[config.mk]
export PLATFORM = sky130hd
export DESIGN_NAME = io_sequencer
export DESIGN_NICKNAME = d
export VERILOG_FILES = /design/src/rtl/io_sequencer.sv
export SDC_FILE = /design/constraint.sdc
export NUM_CORES = 1
export LEC_CHECK = 0
export CAP_MARGIN = 20
export CORE_ASPECT_RATIO = 2
export CORE_MARGIN = 1.5
export CORE_UTILIZATION = 44
export CTS_BUF_LIST = sky130_fd_sc_hd__clkbuf_16
export DETAILED_ROUTE_END_ITERATION = 12
export PLACE_DENSITY = 0.84
export SLEW_MARGIN = 20
export SYNTH_ARGS = -nofsm -noshare
export SYNTH_HDL_FRONTEND = slang
export SYNTH_SLANG_ARGS = --single-unit
[constraint.sdc]
create_clock -name clk -period 6.3 [get_ports clk]
set_clock_uncertainty 0.2 [all_clocks]
set_input_delay 1.575 -clock clk [delete_from_list [all_inputs] [get_ports clk]]
set_output_delay 1.575 -clock clk [all_outputs]
set_load 0.005 [all_outputs]
[src/rtl/io_sequencer.sv]
`default_nettype none
// ============================================================================
// Module   : io_sequencer
// Brief    : Sequences MIPS IN/OUT instructions against the 7-segment display.
//            IN stalls the core until a debounced press/release confirms the
//            switch value. OUT latches data for display. Also selects what
//            the shared display shows.
// Revision : 1.0 - initial release
// ============================================================================
module io_sequencer #(
    parameter int DEBOUNCE_CYCLES = 16
) (
    input  logic        clk,
    input  logic        reset,
    input  logic        halt,
    input  logic        io_in_req,
    input  logic        io_out_req,
    input  logic [31:0] out_data,
    input  logic [3:0]  SW,
    input  logic        key_confirm,
    output logic        stall,
    output logic [31:0] in_data,
    output logic        in_valid,
    output logic [31:0] num,
    output logic        output_flag,
    output logic        input_flag
);

    localparam int                 c_CNT_W    = $clog2(DEBOUNCE_CYCLES + 1);
    localparam logic [c_CNT_W-1:0] c_CNT_LAST = c_CNT_W'(DEBOUNCE_CYCLES - 1);
    localparam logic [c_CNT_W-1:0] c_CNT_MAX  = c_CNT_W'(DEBOUNCE_CYCLES);

    typedef enum logic [1:0] {
        S_IDLE       = 2'd0,
        S_IN_WAIT    = 2'd1,
        S_IN_RELEASE = 2'd2,
        S_HALTED     = 2'd3
    } state_t;

    state_t             r_state;
    logic               r_key_meta;
    logic               r_key_s;
    logic [c_CNT_W-1:0] r_db_cnt;
    logic [31:0]        r_num;
    logic [31:0]        r_in_data;
    logic               r_in_valid;
    logic               r_output_flag;
    logic               r_input_flag;

    logic               w_key_target;
    logic               w_key_match;
    logic               w_db_done;

    // Waiting for a press the key must read low; waiting for release, high.
    assign w_key_target = (r_state == S_IN_RELEASE);
    assign w_key_match  = (r_key_s == w_key_target);
    // This edge would be the DEBOUNCE_CYCLES-th consecutive matching sample.
    assign w_db_done    = w_key_match && (r_db_cnt == c_CNT_LAST);

    // Core is frozen while an IN is outstanding or after halt.
    assign stall = (r_state != S_IDLE) || (io_in_req && !r_in_valid);

    assign num         = r_num;
    assign in_data     = r_in_data;
    assign in_valid    = r_in_valid;
    assign output_flag = r_output_flag;
    assign input_flag  = r_input_flag;

    // Two-flop synchronizer for the asynchronous push-button (idle high).
    always_ff @(posedge clk or negedge reset) begin
        if (!reset) begin
            r_key_meta <= 1'b1;
            r_key_s    <= 1'b1;
        end else begin
            r_key_meta <= key_confirm;
            r_key_s    <= r_key_meta;
        end
    end

    // Sequencer FSM with debounce counter and registered display outputs.
    always_ff @(posedge clk or negedge reset) begin
        if (!reset) begin
            r_state       <= S_IDLE;
            r_db_cnt      <= '0;
            r_num         <= 32'd0;
            r_in_data     <= 32'd0;
            r_in_valid    <= 1'b0;
            r_output_flag <= 1'b0;
            r_input_flag  <= 1'b0;
        end else begin
            r_in_valid <= 1'b0;
            if (halt) begin
                // Halt overrides everything; a pending IN is dropped silently.
                r_state       <= S_HALTED;
                r_db_cnt      <= '0;
                r_output_flag <= 1'b0;
                r_input_flag  <= 1'b0;
            end else begin
                case (r_state)
                    S_IDLE: begin
                        r_db_cnt <= '0;
                        if (io_in_req && !r_in_valid) begin
                            // IN has priority; a simultaneous OUT is not latched.
                            r_state       <= S_IN_WAIT;
                            r_input_flag  <= 1'b1;
                            r_output_flag <= 1'b0;
                        end else if (io_out_req) begin
                            r_num         <= out_data;
                            r_output_flag <= 1'b1;
                            r_input_flag  <= 1'b0;
                        end
                    end
                    S_IN_WAIT: begin
                        if (w_db_done) begin
                            r_in_data <= {28'd0, SW};
                            r_state   <= S_IN_RELEASE;
                            r_db_cnt  <= '0;
                        end else if (w_key_match) begin
                            if (r_db_cnt != c_CNT_MAX) begin
                                r_db_cnt <= r_db_cnt + 1'b1;
                            end
                        end else begin
                            r_db_cnt <= '0;
                        end
                    end
                    S_IN_RELEASE: begin
                        if (w_db_done) begin
                            r_in_valid    <= 1'b1;
                            r_num         <= r_in_data;
                            r_output_flag <= 1'b1;
                            r_input_flag  <= 1'b0;
                            r_state       <= S_IDLE;
                            r_db_cnt      <= '0;
                        end else if (w_key_match) begin
                            if (r_db_cnt != c_CNT_MAX) begin
                                r_db_cnt <= r_db_cnt + 1'b1;
                            end
                        end else begin
                            r_db_cnt <= '0;
                        end
                    end
                    S_HALTED: begin
                        r_db_cnt      <= '0;
                        r_output_flag <= 1'b0;
                        r_input_flag  <= 1'b0;
                    end
                    default: begin
                        r_state  <= S_IDLE;
                        r_db_cnt <= '0;
                    end
                endcase
            end
        end
    end

endmodule
`default_nettype wire

* Yosys cells after proc, flatten, opt, wreduce, memory -nomap -nowiden
Index checks and enable logic that the tools add are counted.
** Storage, ports and cells
- Register bits :: 48
- Input port bits :: 42
- Output and inout bits :: 68
- Logic and storage cells :: 67
** Cells by class
- Muxes and demuxes :: 27
- Bitwise gates (word level) :: 1
- Reduce and logical (&&, ||, !) cells :: 15
- Equality and inequality tests :: 14
- Add/subtract/negate cells :: 1
** Operators by type and width (count)
- $mux W32 :: 3
- $pmux W32 S2 :: 1
- $mux W5 :: 4
- $mux W1 :: 11
- $pmux W5 S2 :: 1
- $mux W2 :: 4
- $reduce_bool A4 Y1 :: 2
- $ne A3 B3 Y1 const B :: 2
- $pmux W1 S3 :: 2
- $pmux W2 S3 :: 1
- $reduce_and A3 Y1 :: 2
- $add A5 B1 Y5 const B :: 1
- $eq A5 B4 Y1 const B :: 1
- $ne A5 B3 Y1 const B :: 1
- $ne A5 B5 Y1 const B :: 1
- $reduce_and A5 Y1 :: 1
- $eq A2 B2 Y1 const B :: 2
- $ne A2 B2 Y1 const B :: 2
- $ne A4 B4 Y1 const B :: 1
- $reduce_and A4 Y1 :: 1
- $reduce_bool A2 Y1 :: 2
- $reduce_or A2 Y1 :: 2
- $ne A3 B2 Y1 const B :: 1
- $eq A2 B1 Y1 const B :: 1
- other kinds (7) :: 8

* Logic depth before layout (Yosys ltp)
Gate-level depths: netlist of the first run.
- Depth in word-level cells :: 6
- Mapped depth :: 8
- Depth with buffers taken out :: 7

* Least setup slack after synthesis of the first run
OpenSTA, ideal clock, no wires.
- Kind :: input-to-output
- Start point :: input port io_in_req
- End point :: output port stall
- Arrival :: 1.788 ns
- Stages :: 2
- Required time :: 4.525 ns
- Setup slack :: 2.737 ns
- Path buffers :: 0
- Cell sequence :: nand2b_2 nand2_1
** Between the ends
- Longest elaborated chain between the ends :: 2
** RTL lines
- from (decl) :: line 16 : input logic io_in_req,
- $logic_and A1 B1 Y1 :: line 61 : assign stall = (r_state != S_IDLE) || (io_in_req && !r_in_valid);
- $logic_or A1 B1 Y1 :: line 61
- to (decl) :: line 21 : output logic stall,
Every way passes these cells.

* Worst setup path in the final report of the first run
Ends and elaborated chain as after synthesis.

==> results of run 1 <==
-- through the flow --
step	utilization (%)	hold WS (ns)	setup WS [ns]
after floorplan	-	0.145	2.74
after global placement	59.5	0.146	1.72
after detailed placement	59.5	0.150	1.71
after CTS	62.3	0.159	1.70
after global routing	62.4	0.160	1.65
final	62.4	0.157	1.70
-- layout by cell type (no fill, tap or decap), types with 5 or more instances in the layout --
cell type / instances
dfrtp_1: 46
ha_1: 7
clkdlybuf4s50_1: 80
conb_1: 28
clkbuf_16: 5
nor2_1: 9
mux2_2: 6
a22o_1: 28
inv_1: 15
nand2_1: 5
-- cells by family after synthesis --
group | after synthesis | share of synthesized area (%)
AOI/OAI and AO/OA | 42 | 15.1
xor gates and xnor gates | 4 | 1.52
adders and majority gates | 7 | 3.80
buffers and inverters | 52 | 13.8
DFF | 48 | 52.3
muxes | 9 | 4.24
other | 1 | 0.163
and+or+nand+nor | 34 | 9.13
-- worst paths after layout --
path	start	end	slack [ns]	cells after the start
worst max-delay path	io_in_req	stall	1.70	4
worst min-delay path	r_key_meta	r_key_s	0.16	0
worst max register to register	r_state[0]	num[1]	3.77	6
worst min register to register	r_key_meta	r_key_s	0.16	0
max in group asynchronous	reset	num[21]	4.42	1
min in group asynchronous	reset	num[6]	1.07	1
-- power by group --
group          switching, mW  internal (mW)
sequential           0.00536          0.314
clock                  0.111          0.146
combinational         0.0256         0.0372
total                  0.142          0.498
-- worst max-delay path, cell delays in order --
cell             delay (ns)
clkdlybuf4s50_1        0.49
nand2b_2               0.10
nand2_1                0.14
clkdlybuf4s50_1        0.52
-- metal layers --
layer  vias up  routed length [um]  global-route usage, %
met1       851                1960                   23.1
met5         -                   0                      0
met3        15                 262                   3.54
met2        80                2720                   31.9
met4         0                 231                   11.3
li1        795                   -                      -
-- state kept, by name, indices dropped and copies added, names as in the netlist --
signal,flops
num,32
r_key_s,1
input_flag,1
r_db_cnt,5
in_data,4
output_flag,1
in_valid,1
r_state,2
r_key_meta,1
-- area by class of cell --
| type | instances | area [sq um] | share of cell area (%) |
|---|---|---|---|
| Tap cell | 58 | 72.6 | 2.28 |
| Clock inverter | 3 | 18.8 | 0.591 |
| Inverter | 15 | 56.3 | 1.77 |
| Multi-Input combinational cell | 124 | 886 | 27.9 |
| Sequential cell | 48 | 1200 | 37.9 |
| Clock buffer | 5 | 125 | 3.94 |
| Timing Repair Buffer | 82 | 816 | 25.7 |
==> flow_summary_export.csv, run 1 <==
group,metric,value,unit
power_and_ir_drop,power,640,uW
layout,instances_no_fill,335,
layout,final_area,3180,sq um
cts,cts_buffers,5,
logic_synthesis,synth_edf_count,0,
logic_synthesis,yosys.cell_types.count,37,
routing,dr.pass1.iters,4,
die,die-area,5700,sq um
placed_design,dp_hpwl,3710,um
cts,cts.sinks,48,
routing,vias,1741,
die,die_x,54.2,um
cts,clock_latency,0.29,ns
die,start_util,45.2,%
sta,period_minus_slack,4.60,ns
setup_path,critPathKind,"in2out",
outcome,outcome,"complete, no violations",
global_route,antenna_found_initial,0,
logic_synthesis,synth_top_area_share,50.0,%
placed_design,io_buffers,81,
global_route,grt_pass1_wl,8050,um
power_and_ir_drop,p_leak,1.43,nW
routing,avgRoutedWirePerCell,15.4,um
cts,cts_root_buf,"clkbuf_16",
die,pin_count,110,
power_and_ir_drop,power_density,201,nW/um^2
sta,max_freq,217,MHz
cts,cts_tree,"built",
cts,cts_resized,0,
logic_synthesis,synthesis.instances,197,
global_route,grt_overflow,0,
die,core_area,5090,sq um
routing,ant_nets,0,
sta,min_period_over_period,73.0,%
layout,drive_gt1_share,8.30,%
sta,report.final.slew_viol_count,0,
cts,clock_path_buffers,2,
cts,post-cts-setup-buffers,0,
setup_path,endpoint_kind,"primary output",
layout,fill_cells,418,
power_and_ir_drop,vdd_drop_max,0.000260,V
cts,cts.clk_slew.worst_paths,0.06,ns
die,chipHeight,105,um
layout,nets,325,
routing,drc,0,
logic_synthesis,ys_ff_latch,48,
logic_synthesis,netlist_top_cells_area,"dfrtp_1 (50%), a22o_1 (11%), buf_4 (9.5%)",
run,max_cap_viol_count,0,
setup_path,worstSetupStartpointType,"input port",
logic_synthesis,yosysSeqAreaShare,52.3,%
layout,insertedDiodeCount,0,
logic_synthesis,netlist_area,2300,sq um
layout,area_growth,38.0,%
sta,hold_viol,0,
setup_path,worstPathRequired,4.53,ns
sta,slew_headroom,57.1,%
logic_synthesis,synth_top_cell_by_area,"dfrtp_1",
placed_design,placed_area,3030,sq um
placed_design,placedCellCount,327,
global_route,grt_max_degree,49,
cts,cts_hold_buf,0,
setup_path,critPathMaxFanout,6,
routing,drtIter0Drc,59,
routing,wirelength,5180,um
sta,rsz0062_at_grt,"false",
logic_synthesis,avgSynthCellArea,11.7,sq um
logic_synthesis,yosysMostFrequentCell,"dfrtp_1",
cts,htree_levels,2,
global_route,grt_pass1_vias,1671,
routing,viasPerCell,5.20,
hold_path,hold_path_class,"reg2reg",
sta,setup_tns,0,ns
global_route,grt_usage,19.7,%
logic_synthesis,yosysWarnings,0,
placed_design,gp_congestion,0.774,
sta,worst_pin_slew,0.642,ns
sta,final-setup-viol-count,0,
logic_synthesis,synth-async-reset-ratio,100,%
logic_synthesis,ys.flop_type,"dfrtp_1",
logic_synthesis,synth_top_cells_by_count,"dfrtp_1 (46), buf_4 (29), a22o_1 (28), inv_1 (15), nor2_1 (9)",
setup_path,cp.arrival,2.82,ns
die,row_count,37,
Note: power is estimated with default switching activity, not from simulation.
==> run 2, diff against run 1 <==
CORE_UTILIZATION = 41   (was 44)
PLACE_DENSITY = 0.79   (was 0.84)
clock period = 4.3 ns   (was 6.3 ns; I/O delays follow)
==> flow_summary_export.csv, run 2 (synthesis results as in run 1) <==
group,metric,value,unit
global_route,antenna_found_initial,0,
die,chipHeight,109,um
sta,hold_viol,0,
power_and_ir_drop,power,1.01,mW
placed_design,dp_hpwl,3820,um
layout,area_growth,39.7,%
layout,nets,327,
global_route,grt_pass1_wl,8160,um
global_route,grt_usage,17.7,%
setup_path,critPathMaxFanout,6,
setup_path,cp.arrival,2.33,ns
layout,drive_gt1_share,8.24,%
setup_path,crit_family,"buffers and inverters",
routing,avgRoutedWirePerCell,15.9,um
cts,cts_root_buf,"clkbuf_16",
global_route,grt_max_degree,49,
routing,drtIter0Drc,45,
cts,cts.sinks,48,
setup_path,worstPathRequired,3.02,ns
setup_path,critPathKind,"in2out",
routing,wirelength,5400,um
cts,clock_latency,0.30,ns
cts,clock_path_buffers,2,
cts,cts_tree,"built",
cts,cts_hold_buf,0,
sta,min_period_over_period,83.9,%
placed_design,gp_congestion,0.852,
setup_path,cp_common_cell,"clkdlybuf4s50_1",
outcome,outcome,"complete, no violations",
sta,whs,0.169,ns
cts,cts.clk_slew.worst_paths,0.06,ns
die,row_count,38,
routing,dr.pass1.iters,4,
die,die_x,56,um
routing,vias,1751,
cts,htree_levels,2,
sta,max_freq,277,MHz
layout,largest_register_ffs,32,
run,max_cap_viol_count,0,
layout,final_common_cell,"clkdlybuf4s50_1",
sta,report.final.slew_viol_count,0,
global_route,grt_pass1_vias,1623,
routing,viasPerCell,5.17,
die,pin_count,110,
cts,post-cts-setup-buffers,0,
setup_path,slowest_stage,"clkdlybuf4s50_1",
cts,cts_buffers,5,
sta,period_minus_slack,3.61,ns
setup_path,crit_buf_inv,2,
sta,setup_tns,0,ns
cts,cts_resized,0,
power_and_ir_drop,vdd_drop_max,0.000339,V
power_and_ir_drop,power_density,313,nW/um^2
global_route,grt_overflow,0,
routing,ant_nets,0,
setup_path,path_cells,"clkdlybuf4s50_1 -> nand2b_2 -> nand2_1 -> clkdlybuf4s50_1",
layout,layout_common_cells,"clkdlybuf4s50_1 (80), dfrtp_1 (46), a22o_1 (28), conb_1 (28), inv_1 (15)",
sta,worst_pin_slew,0.600,ns
die,start_util,42.5,%
layout,insertedDiodeCount,0,
sta,final-setup-viol-count,0,
power_and_ir_drop,p_leak,1.45,nW
setup_path,critPathMaxStageDelay,0.52,ns
sta,slew_headroom,60.0,%
die,die-area,6100,sq um
setup_path,worstSetupStartpointType,"input port",
hold_path,hold_path_class,"reg2reg",
die,core_area,5420,sq um
routing,drc,0,
sta,rsz0062_at_grt,"false",
placed_design,io_buffers,81,
setup_path,endpoint_kind,"primary output",
-- run 2: power by group --
part / internal, mW / switching, mW
combinational: 0.0547 / 0.0390
clock: 0.273 / 0.173
sequential: 0.461 / 0.00744
-- run 2: worst register-to-register path: cells and delay by family (launching register included) --
| family | cells | cell delay [ns] |
|---|---|---|
| simple gates | 1 | 0.27 |
| buf+inv | 1 | 0.11 |
| fa+ha+maj | 1 | 0.44 |
| mux | 1 | 0.38 |
| compound gates | 1 | 0.36 |
| flops | 1 | 0.42 |
-- run 2: worst paths after layout --
path / start / end / slack, ns / cells past startpoint
max: io_in_req / stall / 0.69 / 4
min: r_key_meta / r_key_s / 0.17 / 0
max reg2reg: r_state[0] / output_flag / 2.01 / 5
min reg2reg: r_key_meta / r_key_s / 0.17 / 0
max in group asynchronous: reset / num[10] / 2.91 / 1
min in group asynchronous: reset / num[24] / 0.58 / 1
-- run 2: layer usage --
metal | global-route usage (%) | up-vias | wire (um)
li1 | - | 792 | -
met1 | 20.2 | 854 | 2050
met2 | 29.0 | 91 | 2820
met3 | 4.51 | 14 | 333
met4 | 11.7 | 0 | 201
met5 | 0 | - | 0
-- run 2: final cells by class --
| cell class | count | area [sq um] |
|---|---|---|
| Clock buffer | 5 | 125 |
| Clock inverter | 3 | 42.5 |
| Fill cell | 456 | 2200 |
| Inverter | 15 | 56.3 |
| Multi-Input combinational cell | 124 | 883 |
| Sequential cell | 48 | 1200 |
| Tap cell | 60 | 75.1 |
| Timing Repair Buffer | 84 | 831 |
-- run 2: metrics by stage --
| stage | instances | setup slack, ns | cell area (sq um) | utilization, % |
|---|---|---|---|---|
| after floorplan | 224 | 1.74 | 2400 | - |
| after global placement | 331 | 0.712 | 3050 | 56.2 |
| after global routing | 339 | 0.643 | 3220 | 59.3 |
| final | 339 | 0.694 | 3220 | 59.3 |
| after detailed placement | 331 | 0.694 | 3050 | 56.2 |
| after CTS | 339 | 0.690 | 3210 | 59.3 |
